### src/rtl/btc_host_link.sv
// rtl/btc_host_link.sv - host controller for the byte-wide miner-core link (serves header, collects hash)
// Optional idle-handshake watchdog: define HOST_TIMEOUT_EN.
module btc_host_link #(
  parameter int HDR_BYTES      = 80,
  parameter int TIMEOUT_CYCLES = 4096
) (
  input  logic         clk,
  input  logic         rst_n,
  input  logic         wr_en,
  input  logic [6:0]   wr_addr,
  input  logic [7:0]   wr_data,
  input  logic         go,
  output logic         busy,
  output logic         result_valid,
  output logic [255:0] hash,
  output logic         overrun,
  output logic         timeout,
  output logic         dev_start,
  output logic         dev_rdy,
  output logic [7:0]   dev_din,
  input  logic         dev_rq,
  input  logic         dev_done,
  input  logic [7:0]   dev_dout
);

  typedef enum logic [1:0] {IDLE, START, FEED, READ} state_t;

  localparam logic [6:0] HDR_END = 7'(HDR_BYTES);

  state_t     state;
  logic [7:0] hdr [HDR_BYTES];
  logic [6:0] ptr;
  logic [4:0] cnt;
  logic       xfer;

  assign xfer = dev_rq & dev_rdy;

  // Header storage is deliberately not reset so a reset mid-run keeps the loaded block.
  always_ff @(posedge clk) begin
    if (wr_en && state == IDLE && wr_addr < HDR_END)
      hdr[wr_addr] <= wr_data;
  end

`ifdef HOST_TIMEOUT_EN
  localparam logic [15:0] TO_LAST = 16'(TIMEOUT_CYCLES - 1);
  logic [15:0] wd;
  logic        timeout_q;
  assign timeout = timeout_q;
`else
  // Watchdog not built; the parameter stays for a uniform interface.
  assign timeout = (TIMEOUT_CYCLES < 0);
`endif

  always_ff @(posedge clk or negedge rst_n) begin
    if (!rst_n) begin
      state        <= IDLE;
      busy         <= 1'b0;
      result_valid <= 1'b0;
      hash         <= '0;
      overrun      <= 1'b0;
      dev_start    <= 1'b0;
      dev_rdy      <= 1'b0;
      dev_din      <= 8'h00;
      ptr          <= '0;
      cnt          <= '0;
`ifdef HOST_TIMEOUT_EN
      wd           <= '0;
      timeout_q    <= 1'b0;
`endif
    end else begin
      dev_start <= 1'b0;
      case (state)
        IDLE: begin
          if (go) begin
            state        <= START;
            busy         <= 1'b1;
            dev_start    <= 1'b1;
            result_valid <= 1'b0;
            overrun      <= 1'b0;
            ptr          <= '0;
            cnt          <= '0;
`ifdef HOST_TIMEOUT_EN
            timeout_q    <= 1'b0;
`endif
          end
        end
        START: state <= FEED;
        FEED: begin
          // done wins over any request pending in the same cycle
          if (dev_done) begin
            state   <= READ;
            dev_rdy <= 1'b0;
          end else if (xfer) begin
            dev_rdy <= 1'b0;
            if (ptr == HDR_END) overrun <= 1'b1;
            else                ptr     <= ptr + 7'd1;
          end else if (dev_rq) begin
            dev_rdy <= 1'b1;
            dev_din <= (ptr < HDR_END) ? hdr[ptr] : 8'h00;
          end else begin
            dev_rdy <= 1'b0;
          end
        end
        READ: begin
          if (xfer) begin
            dev_rdy <= 1'b0;
            hash    <= {hash[247:0], dev_dout};
            cnt     <= cnt + 5'd1;
            if (cnt == 5'd31) begin
              state        <= IDLE;
              busy         <= 1'b0;
              result_valid <= 1'b1;
            end
          end else begin
            dev_rdy <= dev_rq;
          end
        end
        default: state <= IDLE;
      endcase

`ifdef HOST_TIMEOUT_EN
      if (state == START || (state == FEED && dev_done) || xfer)
        wd <= '0;
      else if (state == FEED || state == READ)
        wd <= wd + 16'd1;
      // Later assignments override the handshake decisions above.
      if ((state == FEED || state == READ) && !xfer && !(state == FEED && dev_done)
          && wd == TO_LAST) begin
        timeout_q    <= 1'b1;
        dev_rdy      <= 1'b0;
        state        <= IDLE;
        busy         <= 1'b0;
        result_valid <= 1'b0;
      end
`endif
    end
  end

endmodule

### config.mk
export PLATFORM = sky130hd
export DESIGN_NAME = btc_host_link
export DESIGN_NICKNAME = d
export VERILOG_FILES = /design/src/rtl/btc_host_link.sv
export SDC_FILE = /design/constraint.sdc
export NUM_CORES = 1
export LEC_CHECK = 0
export ABC_CLOCK_PERIOD_IN_PS = 6300
export CORE_MARGIN = 2
export CORE_UTILIZATION = 60
export CTS_BUF_LIST = sky130_fd_sc_hd__clkbuf_2
export DETAILED_ROUTE_END_ITERATION = 6
export HOLD_SLACK_MARGIN = 0.12
export PLACE_DENSITY = 0.82
export SYNTH_ARGS = -nofsm -noshare
export SYNTH_HDL_FRONTEND = slang
export SYNTH_SLANG_ARGS = --single-unit
### constraint.sdc
create_clock -name clk -period 6.3 [get_ports clk]
set_input_delay 0.63 -clock clk [delete_from_list [all_inputs] [get_ports clk]]
set_output_delay 0.63 -clock clk [all_outputs]
set_load 0.1 [all_outputs]
==> impl_metrics.json, run 1 <==
{
  "die_width_um": 248,
  "timing.slew.headroom_pct": 20.0,
  "synthTopCellsByCount": "640 x sky130_fd_sc_hd__edfxtp_1, 283 x sky130_fd_sc_hd__dfrtp_1, 264 x sky130_fd_sc_hd__mux2_2, 126 x sky130_fd_sc_hd__mux4_2, 105 x sky130_fd_sc_hd__nor2_1",
  "post-cts-setup-buffer-count": 0,
  "portion_of_synthesized_cell_area_occupied_by_the_leading_cell_type_pct": 53.7,
  "slew_violations": 0,
  "most_common_cell_in_the_netlist": "sky130_fd_sc_hd__edfxtp_1",
  "mappedNetlistArea_um2": 35800,
  "drive_gt1_share_pct": 30.1,
  "leakagePower_uw": 0.0155,
  "clk_latency_ns": 1.42,
  "cts_tree": "yes",
  "highest_attainable_clock_frequency_mhz": 265,
  "critical_path.cell_chain": "clkdlybuf4s50_1",
  "status": "finished, final reports clean",
  "worst_slew_pin_slew_ns": 1.17,
  "i_o_buffers": 297,
  "n_fill_cell": 3683,
  "critical_path.top_delay_family": "buffers and inverters",
  "postCtsResizedCells": 0,
  "layout_worst_path_cycle_share_pct": 60.0,
  "post_synthesis_net_count": 1937,
  "cts-htree-levels": 4,
  "initial_utilization_pct": 60.6,
  "synth-edff-count": 640,
  "final_nets": 2396,
  "post_synth_and_or_nand_nor_area_fraction_pct": 2.96,
  "post-place-ws_ns": 2.38,
  "grt_max_degree": 158,
  "synth.yosys.warnings": 0,
  "power_per_cell_area_nw_per_um2": 296,
  "core_region_area_um2": 59000,
  "post_syn_instances": 1900,
  "placer_congestion_estimate": 0.850,
  "asyncSetResetFlopFracSynth_pct": 30.7,
  "drcViolationCount": 0,
  "synth_fa_ha_area_share_pct": 0.280,
  "clock_period_minus_final_worst_setup_slack_ns": 3.78,
  "cts.root.buffer_cell": "sky130_fd_sc_hd__clkbuf_2",
  "p_sw_share_pct": 30.4,
  "timing.setup.critical_path_class": "reg -> out",
  "core.rowCount": 89,
  "cts_buffers": 210,
  "internal-power_uw": 8560,
  "die_y_um": 248,
  "yosys.area_share.xor_xnor_pct": 0.171,
  "syn2layout_area_growth_pct": 16.1,
  "report.final.setup_viol": 0,
  "number_of_drc_violations_after_detailed_routing_iteration_0": 2256,
  "synth-seq-area-share_pct": 73.5,
  "ctsLongestPathBuffers": 3,
  "max-vdd-ir-drop_mv": 0.269,
  "max_cap_violations": 0,
  "syn_area_per_cell_um2": 18.8,
  "cp_slowest_stage_delay_ns": 1.20,
  "yosys_register_bits": 923,
  "timing_hold_violations_final": 0,
  "route.detailed.vias_per_inst": 6.00,
  "floorplan.io_pins": 299,
  "pwr-share-clk_pct": 29.5,
  "switchingPower_uw": 3740,
  "dpl.hpwl_um": 51800,
  "worstHoldPathType": "in -> reg",
  "crit_path_end_kind": "output port",
  "top_cells_by_area_synth": "sky130_fd_sc_hd__edfxtp_1 54%, sky130_fd_sc_hd__dfrtp_1 20%, sky130_fd_sc_hd__mux2_2 8.3%",
  "synth_compound_area_share_pct": 2.48,
  "seq_power_share_pct": 55.0,
  "detail_route.wl_per_cell_um": 25.1,
  "yosysTopAreaCell": "sky130_fd_sc_hd__edfxtp_1",
  "cts_sinks": 923,
  "combPwrFrac_pct": 15.5,
  "via_count": 19800,
  "dominant_combinational_cell_family_by_area_after_synthesis": "multiplexers",
  "grt_pass1_wl_um": 123000,
  "antenna_found_initial": 2,
  "antenna_violating_nets_post_route": 0,
  "crit_path_top_delay_cell": "sky130_fd_sc_hd__clkdlybuf4s50_1",
  "register_area_um2": 26300,
  "critical_path_arrival_ns": 3.15,
  "synthDistinctLibCells": 51,
  "finalNonFillerCells": 3305,
  "track_usage_pct": 27.2,
  "detail_route.wirelength_um": 82900,
  "cp_num_buf_inv": 1,
  "path_clk_slew_ns": 0.11,
  "die_area_um2": 61600,
  "leading_register_cell_type_out_of_synthesis": "sky130_fd_sc_hd__edfxtp_1",
  "rsz0062_at_grt": "no",
  "drtPass1Iterations": 6,
  "fin_tns_setup_ns": 0,
  "post-route-worst-setup-slack_ns": 2.52,
  "post-layout-total-power_uw": 12300,
  "required_ns": 5.67,
  "setup.worst_path.start_class": "register",
  "multiInputGateArea_um2": 8950,
  "placed_cells": 2898,
  "grt_pass1_vias": 20100,
  "yosys-mux-area-fraction_pct": 19.1,
  "grt.overflow.total": 0,
  "path_max_fanout": 3,
  "worst_clk_skew_ns": 0.0661
}
==> power by group through the flow <==
stage                     clock (uW)  combinational (uW)  sequential, uW
final                           3630                1900            6770
after detailed placement           0                1890            6900
after floorplan                    0                 725            7460
after CTS                       3700                1900            6770
after global placement             0                1850            6890
after global routing            4020                1980            6790
==> cells by family (layout without fill, tap and decap cells) <==
kind of cell / Yosys count / count (layout)
fa+ha+maj: 8 / 8
xor+xnor: 7 / 7
compound gates: 125 / 125
mux: 491 / 491
simple gates: 234 / 234
flops: 923 / 923
buf+inv: 111 / 739
other cells: 1 / 5
==> stage by stage <==
stage / util (%) / hold slack [ns] / instance area (um^2)
after floorplan: - / 0.334 / 35800
after global placement: 66.8 / 0.486 / 39400
after detailed placement: 66.8 / 0.493 / 39400
after CTS: 70.4 / 0.173 / 41600
after global routing: 70.4 / 0.173 / 41600
final: 70.4 / 0.305 / 41600
==> final cells by class <==
class,instances,area share (%)
flip-flops and latches,923,63.3
multi-input cells,866,21.5
repair buffers,343,8.16
clock buffers,309,3.72
well taps,773,2.33
clock inverters,72,0.807
inverters,15,0.135
diodes,4,0.0241
==> worst register-to-register path, delay by kind of cell (launching register included) <==
family,cells,cell delay [ns]
AOI/OAI and AO/OA,1,0.86
DFF,1,0.86
adders and majority gates,1,0.22
buffers and inverters,2,0.92
and+or+nand+nor,3,0.54
xor gates and xnor gates,1,0.21
==> worst paths after layout <==
path,startpoint,cells past startpoint,slack [ns],endpoint
worst min register to register,hash[25]$_DFFE_PN0P_,1,0.51,hash[33]$_DFFE_PN0P_
worst min-delay path,wr_data[2],2,0.30,hdr[47][2]$_DFFE_PP_
min in group asynchronous,rst_n,4,0.44,hash[143]$_DFFE_PN0P_
max in group asynchronous,rst_n,4,4.93,hash[22]$_DFFE_PN0P_
worst max register to register,ptr[1]$_DFFE_PN0P_,8,2.63,ptr[5]$_DFFE_PN0P_
worst max-delay path,dev_din[0]$_DFFE_PN0P_,1,2.52,dev_din[0]
==> flip-flops by register name (all words and copies together) (netlist names), 2 cells and up <==
signal and count:
hash 256, hdr 640, ptr 7, dev_din 8, cnt 5, state 2
==> what timing repair did <==
item | CTS | global route
hold buffers | 22 | 0
setup endpoints to repair | 0 | 0
endpoints found under the hold margin | 742 | 0
==> layout by cell type (no fill, tap or decap), drive strengths merged, types with 5 or more instances in the layout <==
cell	count
a32oi	5
nor3	7
dlygate4sd3	21
clkbuf	309
mux2i	101
nand2b	8
inv	20
dfrtp	283
xor2	6
clkinvlp	6
mux4	126
o21ai	14
nor2b	20
a2111oi	6
ha	8
buf	34
nand2	47
nand4	7
a22o	6
a31oi	6
clkinv	60
edfxtp	640
a211oi	9
a21oi	19
nor2	105
mux2	264
a22oi	28
nand3	26
clkdlybuf4s50	288
o22ai	8
==> per-layer routing <==
metal	global-route usage, %	vias up	part of all wire [%]
li1	-	8510	-
met1	35.8	9906	37
met2	43.2	1239	49
met3	8.09	172	11
met4	10.9	0	3.2
met5	0	-	0
Power figures use the tool's default switching activity.
==> inputs of run 2 (changes only) <==
--- a/config.mk
+++ b/config.mk
@@ -5,7 +5,7 @@
 export SDC_FILE = /design/constraint.sdc
 export NUM_CORES = 1
 export LEC_CHECK = 0
-export ABC_CLOCK_PERIOD_IN_PS = 6300
+export ABC_CLOCK_PERIOD_IN_PS = 3600
 export CORE_MARGIN = 2
 export CORE_UTILIZATION = 60
 export CTS_BUF_LIST = sky130_fd_sc_hd__clkbuf_2
==> constraint.sdc (replaced) <==
create_clock -name clk -period 3.6 [get_ports clk]
set_input_delay 0.36 -clock clk [delete_from_list [all_inputs] [get_ports clk]]
set_output_delay 0.36 -clock clk [all_outputs]
set_load 0.1 [all_outputs]
==> run 2 against run 1 <==
Setup slack worse by 2.4 ns. Register-to-register slack worse by 2.4 ns. Utilization is 1.9 points higher. Sequential power is 74% higher. Combinational power is 83% higher. Critical path depth stayed put. Final cell count is 2.9% higher. Die area stayed put. Sequential cell count stayed put. Total power is 81% higher.
==> impl_metrics.json, run 2 (same netlist as run 1, synthesis figures left out) <==
{
  "crit_path_end_kind": "output port",
  "drcViolationCount": 0,
  "die_y_um": 248,
  "leakagePower_uw": 0.0162,
  "max_cap_violations": 0,
  "critical_path.cell_chain": "clkdlybuf4s50_1",
  "min_delay_path_depth": 6,
  "layout.cells.most_common": "sky130_fd_sc_hd__edfxtp_1",
  "grt_pass1_vias": 20600,
  "worst_clk_skew_ns": 0.101,
  "via_count": 20400,
  "track_usage_pct": 27.9,
  "clock_period_minus_final_worst_setup_slack_ns": 3.50,
  "drive_gt1_share_pct": 31.8,
  "clk_latency_ns": 1.42,
  "syn2layout_area_growth_pct": 19.3,
  "report.final.setup_viol": 0,
  "grt_max_degree": 112,
  "timing.setup.critical_path_class": "reg -> out",
  "timing.critical_path.from": "dev_din[0]$_DFFE_PN0P_",
  "crit_path_top_delay_cell": "sky130_fd_sc_hd__clkdlybuf4s50_1",
  "max_ffs_per_register": 640,
  "floorplan.io_pins": 299,
  "highest_attainable_clock_frequency_mhz": 286,
  "cts-htree-levels": 4,
  "timing.slew.headroom_pct": 18.1,
  "cp_num_buf_inv": 1,
  "critical_path.top_delay_family": "buffers and inverters",
  "antenna_violating_nets_post_route": 0,
  "timing.reg2reg.setup_slack_ns": 0.26,
  "r2r_cells": 7,
  "cp_slowest_stage_delay_ns": 1.20,
  "drtPass1Iterations": 6,
  "dpl.hpwl_um": 54900,
  "biggestRegsByFlops": "hdr (640), hash (256), dev_din (8)",
  "core.rowCount": 89,
  "fin_tns_setup_ns": 0,
  "layout_worst_path_cycle_share_pct": 97.1,
  "ctsLongestPathBuffers": 3,
  "die_area_um2": 61600,
  "worst_slew_pin_slew_ns": 1.23,
  "hold_path_startpoint": "wr_en",
  "path_max_fanout": 3,
  "worstHoldPathType": "in -> reg",
  "cts_sinks": 923,
  "final_nets": 2497,
  "cts.root.buffer_cell": "sky130_fd_sc_hd__clkbuf_2",
  "power_per_cell_area_nw_per_um2": 521,
  "timing.rr.start": "ptr[1]$_DFFE_PN0P_",
  "max-vdd-ir-drop_mv": 0.349,
  "core_region_area_um2": 59000,
  "worst_reg2reg_endpoint": "dev_din[6]$_DFFE_PN0P_",
  "status": "finished, final reports clean",
  "grt.overflow.total": 0,
  "rsz0062_at_grt": "no",
  "post-cts-setup-buffer-count": 0,
  "timing_hold_violations_final": 0,
  "slew_violations": 0,
  "regMostFlops": "hdr",
  "antenna_found_initial": 1,
  "detail_route.wl_per_cell_um": 25.0,
  "most-common-layout-cells": "640 x sky130_fd_sc_hd__edfxtp_1, 308 x sky130_fd_sc_hd__clkbuf_2, 285 x sky130_fd_sc_hd__clkdlybuf4s50_1, 280 x sky130_fd_sc_hd__dfrtp_1, 264 x sky130_fd_sc_hd__mux2_2",
  "cts_buffers": 212,
  "route.detailed.vias_per_inst": 6.00,
  "setup.worst_path.start_class": "register",
  "worstHoldEndpoint": "hdr[62][6]$_DFFE_PP_",
  "die_width_um": 248,
  "number_of_drc_violations_after_detailed_routing_iteration_0": 2506,
  "grt_pass1_wl_um": 126000,
  "critical_path_arrival_ns": 3.14,
  "placer_congestion_estimate": 0.896,
  "detail_route.wirelength_um": 84900,
  "path_clk_slew_ns": 0.13,
  "initial_utilization_pct": 60.6,
  "cts_tree": "yes",
  "i_o_buffers": 297,
  "hold_slack_ns": 0.266,
  "required_ns": 3.24
}
## run 2: cell types whose count changed in the layout (fill, tap and decap cells not counted), sizes merged
cell | previous run | this run
buf | 34 | 108
dlygate4sd3 | 21 | 46
bufinv | 1 | 9
clkinvlp | 6 | 1
clkdlybuf4s50 | 288 | 285
diode | 4 | 1
clkinv | 60 | 58
dlygate4sd2 | 0 | 2
clkbuf | 309 | 308
dlymetal6s2s | 0 | 1
## run 2: layout make-up
| class | count | area, um^2 |
|---|---|---|
| Sequential cell | 923 | 26300 |
| Multi-Input combinational cell | 866 | 8950 |
| Clock inverter | 73 | 549 |
| Inverter | 15 | 56.3 |
| Antenna cell | 1 | 2.50 |
| Timing Repair Buffer | 442 | 4320 |
| Fill cell | 3529 | 16300 |
| Clock buffer | 308 | 1540 |
| Tap cell | 773 | 967 |
## run 2: report_power, final
part	leakage, uW	total, uW	switching [uW]	internal [uW]
Clock	0.00154	6980	4020	2970
Sequential	0.00966	11800	254	11600
Combinational	0.00498	3470	2340	1130
## run 2: stage by stage
step / total power (uW) / std cells / utilization, % / setup WS [ns] / area, um^2
finish: 22300 / 3401 / 72.4 / 0.103 / 42700
global route: 23100 / 3401 / 72.4 / 0.00438 / 42700
CTS: 22400 / 3400 / 72.3 / 0.0186 / 42700
detailed placement: 15400 / 2971 / 67.9 / 0.157 / 40100
global placement: 15400 / 2971 / 67.9 / 0.301 / 40100
floorplan: 14300 / 1900 / - / 0.765 / 35800
## run 2: per-layer routing
metal,up-vias,global-route usage [%],wire (um)
met2,1261,44.1,41600
met5,-,0,0
met3,238,8.31,9370
met4,0,12.3,3340
met1,10200,36.2,30700
li1,8733,-,-
## run 2: timing repair
item	4_1_cts	5_1_grt
resized for setup	2	1
setup endpoints to repair	2	1
endpoints found under the hold margin	1062	0
hold buffers	48	0
gates cloned	0	0
## run 2: worst max path at each step
| stage | endpoint | slack (ns) | cells after the start |
|---|---|---|---|
| after global routing | dev_din[0] | 0.004 | 1 |
| after detailed placement | hdr[73][1]$_DFFE_PP_ | 0.16 | 6 |
| after global placement | hdr[57][0]$_DFFE_PP_ | 0.30 | 6 |
| final | dev_din[0] | 0.10 | 1 |
| after CTS | dev_din[2] | 0.02 | 1 |
| after floorplan | ptr[4]$_DFFE_PN0P_ | 0.77 | 13 |
